==> src/rtl/fp_pkg.sv <==
// Shared types and constants for the sequential binary32 add/subtract unit.
package fp_pkg;

    localparam int FP_EXP_W  = 8;
    localparam int FP_MANT_W = 24;

    localparam logic [FP_EXP_W-1:0] EXP_MAX = 8'hFF;

    // Field positions inside a packed binary32 word.
    localparam int SIGN_BIT = 31;
    localparam int EXP_HI   = 30;
    localparam int EXP_LO   = 23;
    localparam int FRAC_HI  = 22;

    typedef enum logic [2:0] {
        S_IDLE,
        S_ALIGN,
        S_ADD,
        S_NORM,
        S_ROUND,
        S_DONE
    } state_t;

    // Why a result was flagged; the port only exposes "any of these".
    typedef enum logic [1:0] {
        EXC_NONE,
        EXC_INPUT,
        EXC_OVERFLOW,
        EXC_UNDERFLOW
    } exc_t;

endpackage

==> src/rtl/fp_unpack.sv <==
// Splits a binary32 word into sign / exponent / mantissa with hidden bit and
// classifies it. Denormals are treated as exceptional, so a zero exponent
// with a non-zero fraction never reaches the datapath.
module fp_unpack
    import fp_pkg::*;
(
    input  logic [31:0]          x,
    output logic                 sign,
    output logic [FP_EXP_W-1:0]  exp,
    output logic [FP_MANT_W-1:0] mant,
    output logic                 is_exc,
    output logic                 is_zero
);

    logic [FRAC_HI:0] frac;

    // Field split and classification.
    always_comb begin
        sign    = x[SIGN_BIT];
        exp     = x[EXP_HI:EXP_LO];
        frac    = x[FRAC_HI:0];
        mant    = {(exp != '0), frac};
        is_exc  = (exp == EXP_MAX) || ((exp == '0) && (frac != '0));
        is_zero = (exp == '0) && (frac == '0);
    end

endmodule

==> src/rtl/fp_addsub_seq.sv <==
// Multi-cycle binary32 add/subtract: one shared datapath stepped through
// ALIGN, ADD, NORM and ROUND, result held in DONE until consumed.
module fp_addsub_seq
    import fp_pkg::*;
#(
    parameter int MAX_ALIGN = 25,
    parameter int MANT_W    = 24,
    parameter int EXP_W     = 8
) (
    input  logic        clk,
    input  logic        rst,
    input  logic        in_valid,
    output logic        in_ready,
    input  logic [31:0] op_a,
    input  logic [31:0] op_b,
    input  logic        sub,
    output logic        out_valid,
    input  logic        out_ready,
    output logic [31:0] result,
    output logic        exception,
    output logic        busy
);

    localparam int XW    = EXP_W + 1;
    localparam int CNT_W = $clog2(MAX_ALIGN + 1);

    function automatic logic [MANT_W:0] round_half_up(input logic [MANT_W-1:0] m,
                                                      input logic g);
        return {1'b0, m} + {{MANT_W{1'b0}}, g};
    endfunction

    function automatic logic [31:0] pack(input logic s, input logic [EXP_W-1:0] e,
                                         input logic [MANT_W-2:0] f);
        return {s, e, f};
    endfunction

    state_t state_q, state_n;
    exc_t   exc_q, exc_n;
    logic                 sign_q, sign_n;
    logic [XW-1:0]        exp_q, exp_n;
    logic [MANT_W-1:0]    mant_l_q, mant_l_n, mant_s_q, mant_s_n;
    logic                 guard_q, guard_n;
    logic [CNT_W-1:0]     cnt_q, cnt_n;
    logic                 eff_sub_q, eff_sub_n;
    logic [MANT_W:0]      sum_q, sum_n;
    logic [31:0]          result_q, result_n;

    logic                 a_sign, b_sign, a_exc, b_exc, a_zero, b_zero, a_ge;
    logic [EXP_W-1:0]     a_exp, b_exp, l_exp, s_exp, diff;
    logic [MANT_W-1:0]    a_mant, b_mant, l_mant, s_mant;
    logic [CNT_W-1:0]     cnt_load;
    logic [MANT_W:0]      rnd;
    logic [XW-1:0]        exp_r;
    logic [MANT_W-2:0]    frac_r;
    logic                 unused_zero_flags;

    // B's sign is inverted at accept for subtraction.
    fp_unpack u_unpack_a (
        .x       (op_a),
        .sign    (a_sign),
        .exp     (a_exp),
        .mant    (a_mant),
        .is_exc  (a_exc),
        .is_zero (a_zero)
    );

    fp_unpack u_unpack_b (
        .x       ({op_b[SIGN_BIT] ^ sub, op_b[EXP_HI:0]}),
        .sign    (b_sign),
        .exp     (b_exp),
        .mant    (b_mant),
        .is_exc  (b_exc),
        .is_zero (b_zero)
    );

    // Zero operands already carry a hidden bit of 0, so the flags need no action.
    assign unused_zero_flags = a_zero ^ b_zero;

    // Order operands by magnitude and derive the clamped alignment count.
    always_comb begin
        a_ge     = (op_a[EXP_HI:0] >= op_b[EXP_HI:0]);
        l_exp    = a_ge ? a_exp  : b_exp;
        s_exp    = a_ge ? b_exp  : a_exp;
        l_mant   = a_ge ? a_mant : b_mant;
        s_mant   = a_ge ? b_mant : a_mant;
        diff     = l_exp - s_exp;
        cnt_load = (diff > EXP_W'(MAX_ALIGN)) ? CNT_W'(MAX_ALIGN) : CNT_W'(diff);
    end

    // Next-state and datapath updates for every FSM step.
    always_comb begin
        state_n   = state_q;
        exc_n     = exc_q;
        sign_n    = sign_q;
        exp_n     = exp_q;
        mant_l_n  = mant_l_q;
        mant_s_n  = mant_s_q;
        guard_n   = guard_q;
        cnt_n     = cnt_q;
        eff_sub_n = eff_sub_q;
        sum_n     = sum_q;
        result_n  = result_q;
        rnd       = '0;
        exp_r     = '0;
        frac_r    = '0;
        case (state_q)
            S_IDLE: begin
                if (in_valid) begin
                    result_n = '0;
                    if (a_exc || b_exc) begin
                        exc_n   = EXC_INPUT;
                        state_n = S_DONE;
                    end else begin
                        exc_n     = EXC_NONE;
                        sign_n    = a_ge ? a_sign : b_sign;
                        exp_n     = {1'b0, l_exp};
                        mant_l_n  = l_mant;
                        mant_s_n  = s_mant;
                        guard_n   = 1'b0;
                        cnt_n     = cnt_load;
                        eff_sub_n = a_sign ^ b_sign;
                        state_n   = (cnt_load == '0) ? S_ADD : S_ALIGN;
                    end
                end
            end
            S_ALIGN: begin
                mant_s_n = mant_s_q >> 1;
                guard_n  = mant_s_q[0];
                cnt_n    = cnt_q - CNT_W'(1);
                if (cnt_q == CNT_W'(1)) state_n = S_ADD;
            end
            S_ADD: begin
                sum_n   = eff_sub_q ? ({1'b0, mant_l_q} - {1'b0, mant_s_q})
                                    : ({1'b0, mant_l_q} + {1'b0, mant_s_q});
                state_n = S_NORM;
            end
            S_NORM: begin
                if (sum_q == '0) begin
                    result_n = '0;
                    exc_n    = EXC_NONE;
                    state_n  = S_DONE;
                end else if (sum_q[MANT_W]) begin
                    sum_n   = sum_q >> 1;
                    guard_n = sum_q[0];
                    exp_n   = exp_q + XW'(1);
                    state_n = S_ROUND;
                end else if (sum_q[MANT_W-1]) begin
                    state_n = S_ROUND;
                end else if (exp_q <= XW'(1)) begin
                    result_n = '0;
                    exc_n    = EXC_UNDERFLOW;
                    state_n  = S_DONE;
                end else begin
                    sum_n   = {sum_q[MANT_W-1:0], guard_q};
                    guard_n = 1'b0;
                    exp_n   = exp_q - XW'(1);
                end
            end
            S_ROUND: begin
                rnd = round_half_up(sum_q[MANT_W-1:0], guard_q);
                if (rnd[MANT_W]) begin
                    frac_r = rnd[MANT_W-1:1];
                    exp_r  = exp_q + XW'(1);
                end else begin
                    frac_r = rnd[MANT_W-2:0];
                    exp_r  = exp_q;
                end
                if (exp_r >= XW'(EXP_MAX)) begin
                    result_n = '0;
                    exc_n    = EXC_OVERFLOW;
                end else begin
                    result_n = pack(sign_q, exp_r[EXP_W-1:0], frac_r);
                end
                state_n = S_DONE;
            end
            S_DONE: begin
                if (out_ready) state_n = S_IDLE;
            end
            default: state_n = S_IDLE;
        endcase
    end

    // State and datapath registers; reset abandons any operation in flight.
    always_ff @(posedge clk) begin
        if (rst) begin
            state_q   <= S_IDLE;
            exc_q     <= EXC_NONE;
            sign_q    <= 1'b0;
            exp_q     <= '0;
            mant_l_q  <= '0;
            mant_s_q  <= '0;
            guard_q   <= 1'b0;
            cnt_q     <= '0;
            eff_sub_q <= 1'b0;
            sum_q     <= '0;
            result_q  <= '0;
        end else begin
            state_q   <= state_n;
            exc_q     <= exc_n;
            sign_q    <= sign_n;
            exp_q     <= exp_n;
            mant_l_q  <= mant_l_n;
            mant_s_q  <= mant_s_n;
            guard_q   <= guard_n;
            cnt_q     <= cnt_n;
            eff_sub_q <= eff_sub_n;
            sum_q     <= sum_n;
            result_q  <= result_n;
        end
    end

    assign in_ready  = (state_q == S_IDLE);
    assign busy      = (state_q != S_IDLE);
    assign out_valid = (state_q == S_DONE);
    assign result    = result_q;
    assign exception = (exc_q != EXC_NONE);

endmodule
==> config.mk <==
export PLATFORM = sky130hd
export DESIGN_NAME = fp_addsub_seq
export DESIGN_NICKNAME = d
export VERILOG_FILES = /design/src/rtl/fp_pkg.sv /design/src/rtl/fp_unpack.sv /design/src/rtl/fp_addsub_seq.sv
export SDC_FILE = /design/constraint.sdc
export NUM_CORES = 1
export LEC_CHECK = 0
export CORE_UTILIZATION = 50
export CTS_CLUSTER_SIZE = 8
export DETAILED_ROUTE_END_ITERATION = 12
export PLACE_DENSITY = 0.72
export SYNTH_ARGS = -nofsm -noshare
export SYNTH_HDL_FRONTEND = slang
export SYNTH_SLANG_ARGS = --single-unit
==> constraint.sdc <==
create_clock -name clk -period 8.2 [get_ports clk]
set_input_delay 1.23 -clock clk [delete_from_list [all_inputs] [get_ports clk]]
set_output_delay 1.23 -clock clk [all_outputs]
set_load 0.005 [all_outputs]
==> results.cfg <==
[run_status]
outcome = complete, no violations

[synth]
synth_edf_count = 0
synth_ff_type = dfxtp_1
synth_nets = 1444
synth_area_leaders = dfxtp_1 26%, nor2_1 8.5%, ha_1 8.0%
synth.most_common_cell = nor2_1
synth_warnings = 0
yosys_register_bits = 127
syn_inst = 1311
synth_cell_types = 74
synth_top_cell_by_area = dfxtp_1
avgSynthCellArea_um2 = 7.49
yosys-top-cells-count = 222 x nor2_1, 127 x dfxtp_1, 116 x a21oi_1
synth.top_cell.area_share = 0.259
seq_area_frac_synth = 0.259
mappedNetlistArea_um2 = 9820
ys_async_sr_fraction = 0

[route]
drtIter0Drc = 959
drc = 0
dr.pass1.iters = 7
ant_nets = 0
wirelength_um = 27300
vias_per_cell = 6.00
wl_per_cell_um = 16.8
vias = 9771

[clock_tree]
numCtsBuffers = 17
clock_latency_ns = 0.42
holdBufCountCts = 0
post_cts_resized = 0
cts.sinks = 127
cts_tree = done
post-cts-setup-buffers = 0
cts_max_level = 4
cts.path.max_buffers = 2
root_buffer = clkbuf_16
clk_pin_slew_worst_paths_ns = 0.06

[die]
pin_count = 105
start_util = 0.518
die_width_um = 142
die_area_um2 = 20200
num_rows = 50
coreArea_um2 = 19000
die_h_um = 142

[placed_design]
place_ws_ns = 2.93
dp.cells = 1596
place_congestion = 0.925
place_area_um2 = 10900
hpwlAfterDp_um = 20400
place.port_buffers = 104

[global_route]
grt_max_degree = 60
grt_first_pass_wirelength_um = 44600
antenna_found_initial = 0
grt_usage = 0.275
grt_overflow = 0
first_global_vias = 8759

[final_layout]
drive_above_1_share = 0.0563
finalInstanceArea_um2 = 11500
post-route-util = 0.608
num-fill-cells = 1771
seqCellArea_um2 = 2540
area_delta_synth_final_pct = 17.3
multi_input_area_um2 = 6720
diodes = 0
layout.nets = 1488
final_cells = 1628

[setup_path]
arrival_ns = 5.18
crit_path_max_fanout = 33
cp-start-kind = primary input
worstSetupPathType = in2reg
endpoint_kind = flop
required_ns = 8.51

[pwr]
p_sw_mw = 1.54
internal-power_mw = 2.02
power_frac_comb = 0.524
power.density_nw_per_um2 = 309
max-vdd-ir-drop_mv = 0.130
switching_share = 0.433
power_frac_seq = 0.256
p_leak_nw = 4.54
clock_power_share = 0.220
total_power_mw = 3.56

[timing]
worst_pin_slew_ns = 1.20
timing.fmax_mhz = 205
rsz0062_at_grt = no
finalSetupViolCount = 0
finClkSkew_ns = 0.00645
drv_slew = 0
tns_ns = 0
timing.final.crit_share = 0.594
finalCriticalPeriod_ns = 4.87
fin_ws_ns = 3.33
holdWs_ns = 0.459
hold_viol = 0
slew_headroom = 0.192

[flow_run]
drv_cap = 0

[min_path]
min_path_type = reg2reg
[critical path: stages]
cell and delay, ns:
clkdlybuf4s50_1 0.63, inv_1 0.11, ha_1 0.38, nand4_2 0.18, nor2_2 0.18, nand2_1 0.10, a21oi_4 0.19, a21o_2 0.73
a211oi_2 0.20, o31ai_2 0.29, nand2_1 0.10, xnor2_1 0.16, or3_1 0.44, a41o_1 0.26
[area by class of cell]
class | count | area share
multi-input combinational | 1040 | 0.583
sequential | 127 | 0.221
timing repair buffer | 115 | 0.0973
clock buffer | 20 | 0.0396
tap | 260 | 0.0282
inverter | 54 | 0.0176
clock inverter | 12 | 0.0136
[sequential cells by signal, summed over array words and instances, names as in the netlist]
| signal | cells |
|---|---|
| sign_q | 1 |
| state_q | 3 |
| mant_l_q | 24 |
| sum_q | 25 |
| result | 32 |
| eff_sub_q | 1 |
| exp_q | 9 |
| cnt_q | 5 |
| guard_q | 1 |
| exc_q | 2 |
| mant_s_q | 24 |
[cells in the final DEF (no fill, tap or decap), types with 17 or more instances in the layout]
| cell | n |
|---|---|
| nor4_1 | 22 |
| a221oi_1 | 34 |
| nand4_1 | 19 |
| clkdlybuf4s50_1 | 103 |
| ha_1 | 63 |
| o21ai_0 | 48 |
| nor3_1 | 38 |
| xnor2_1 | 48 |
| a21oi_1 | 116 |
| nor2_1 | 221 |
| a211oi_1 | 45 |
| mux2i_1 | 33 |
| clkbuf_16 | 17 |
| a22oi_1 | 19 |
| nand3_1 | 25 |
| xor2_1 | 29 |
| dfxtp_1 | 127 |
| inv_1 | 52 |
| nand2_1 | 80 |
[power groups by stage]
stage	combinational, mW	sequential, mW	clock (mW)
2_1_floorplan	1.50	0.815	0
3_3_place_gp	1.81	0.915	0
3_5_place_dp	1.83	0.917	0
4_1_cts	1.85	0.906	0.790
5_1_grt	2.08	0.930	0.817
6_report	1.86	0.913	0.784
[layer usage]
layer	global-route usage	wire length, um	vias up
met3	0.0306	1260	34
met4	0.0832	475	0
met5	0	0	-
met1	0.386	13300	4551
li1	-	-	4886
met2	0.441	12300	300
[kinds of logic (layout without fill, tap and decap cells)]
| logic type | count (synthesis) | in the layout | synth area share |
|---|---|---|---|
| AND/OR/NAND/NOR | 482 | 482 | 0.229 |
| XOR/XNOR | 77 | 77 | 0.0687 |
| adder cells (fa/ha/maj) | 64 | 64 | 0.0823 |
| AO/OA/AOI/OAI | 382 | 382 | 0.266 |
| buffers and inverters | 144 | 201 | 0.0594 |
| flip-flops | 127 | 127 | 0.259 |
| multiplexers | 35 | 35 | 0.0363 |
[final timing paths]
path | startpoint | to | slack (ns) | depth (start not counted)
setup / recovery | op_b[26] | cnt_q[2] | 3.33 | 14
hold / removal | exc_q[0] | exc_q[0] | 0.46 | 2
hold reg to reg | exc_q[0] | exc_q[0] | 0.46 | 2
setup reg to reg | mant_s_q[2] | sum_q[23] | 4.08 | 15
Note: power is estimated with default switching activity, not from simulation.
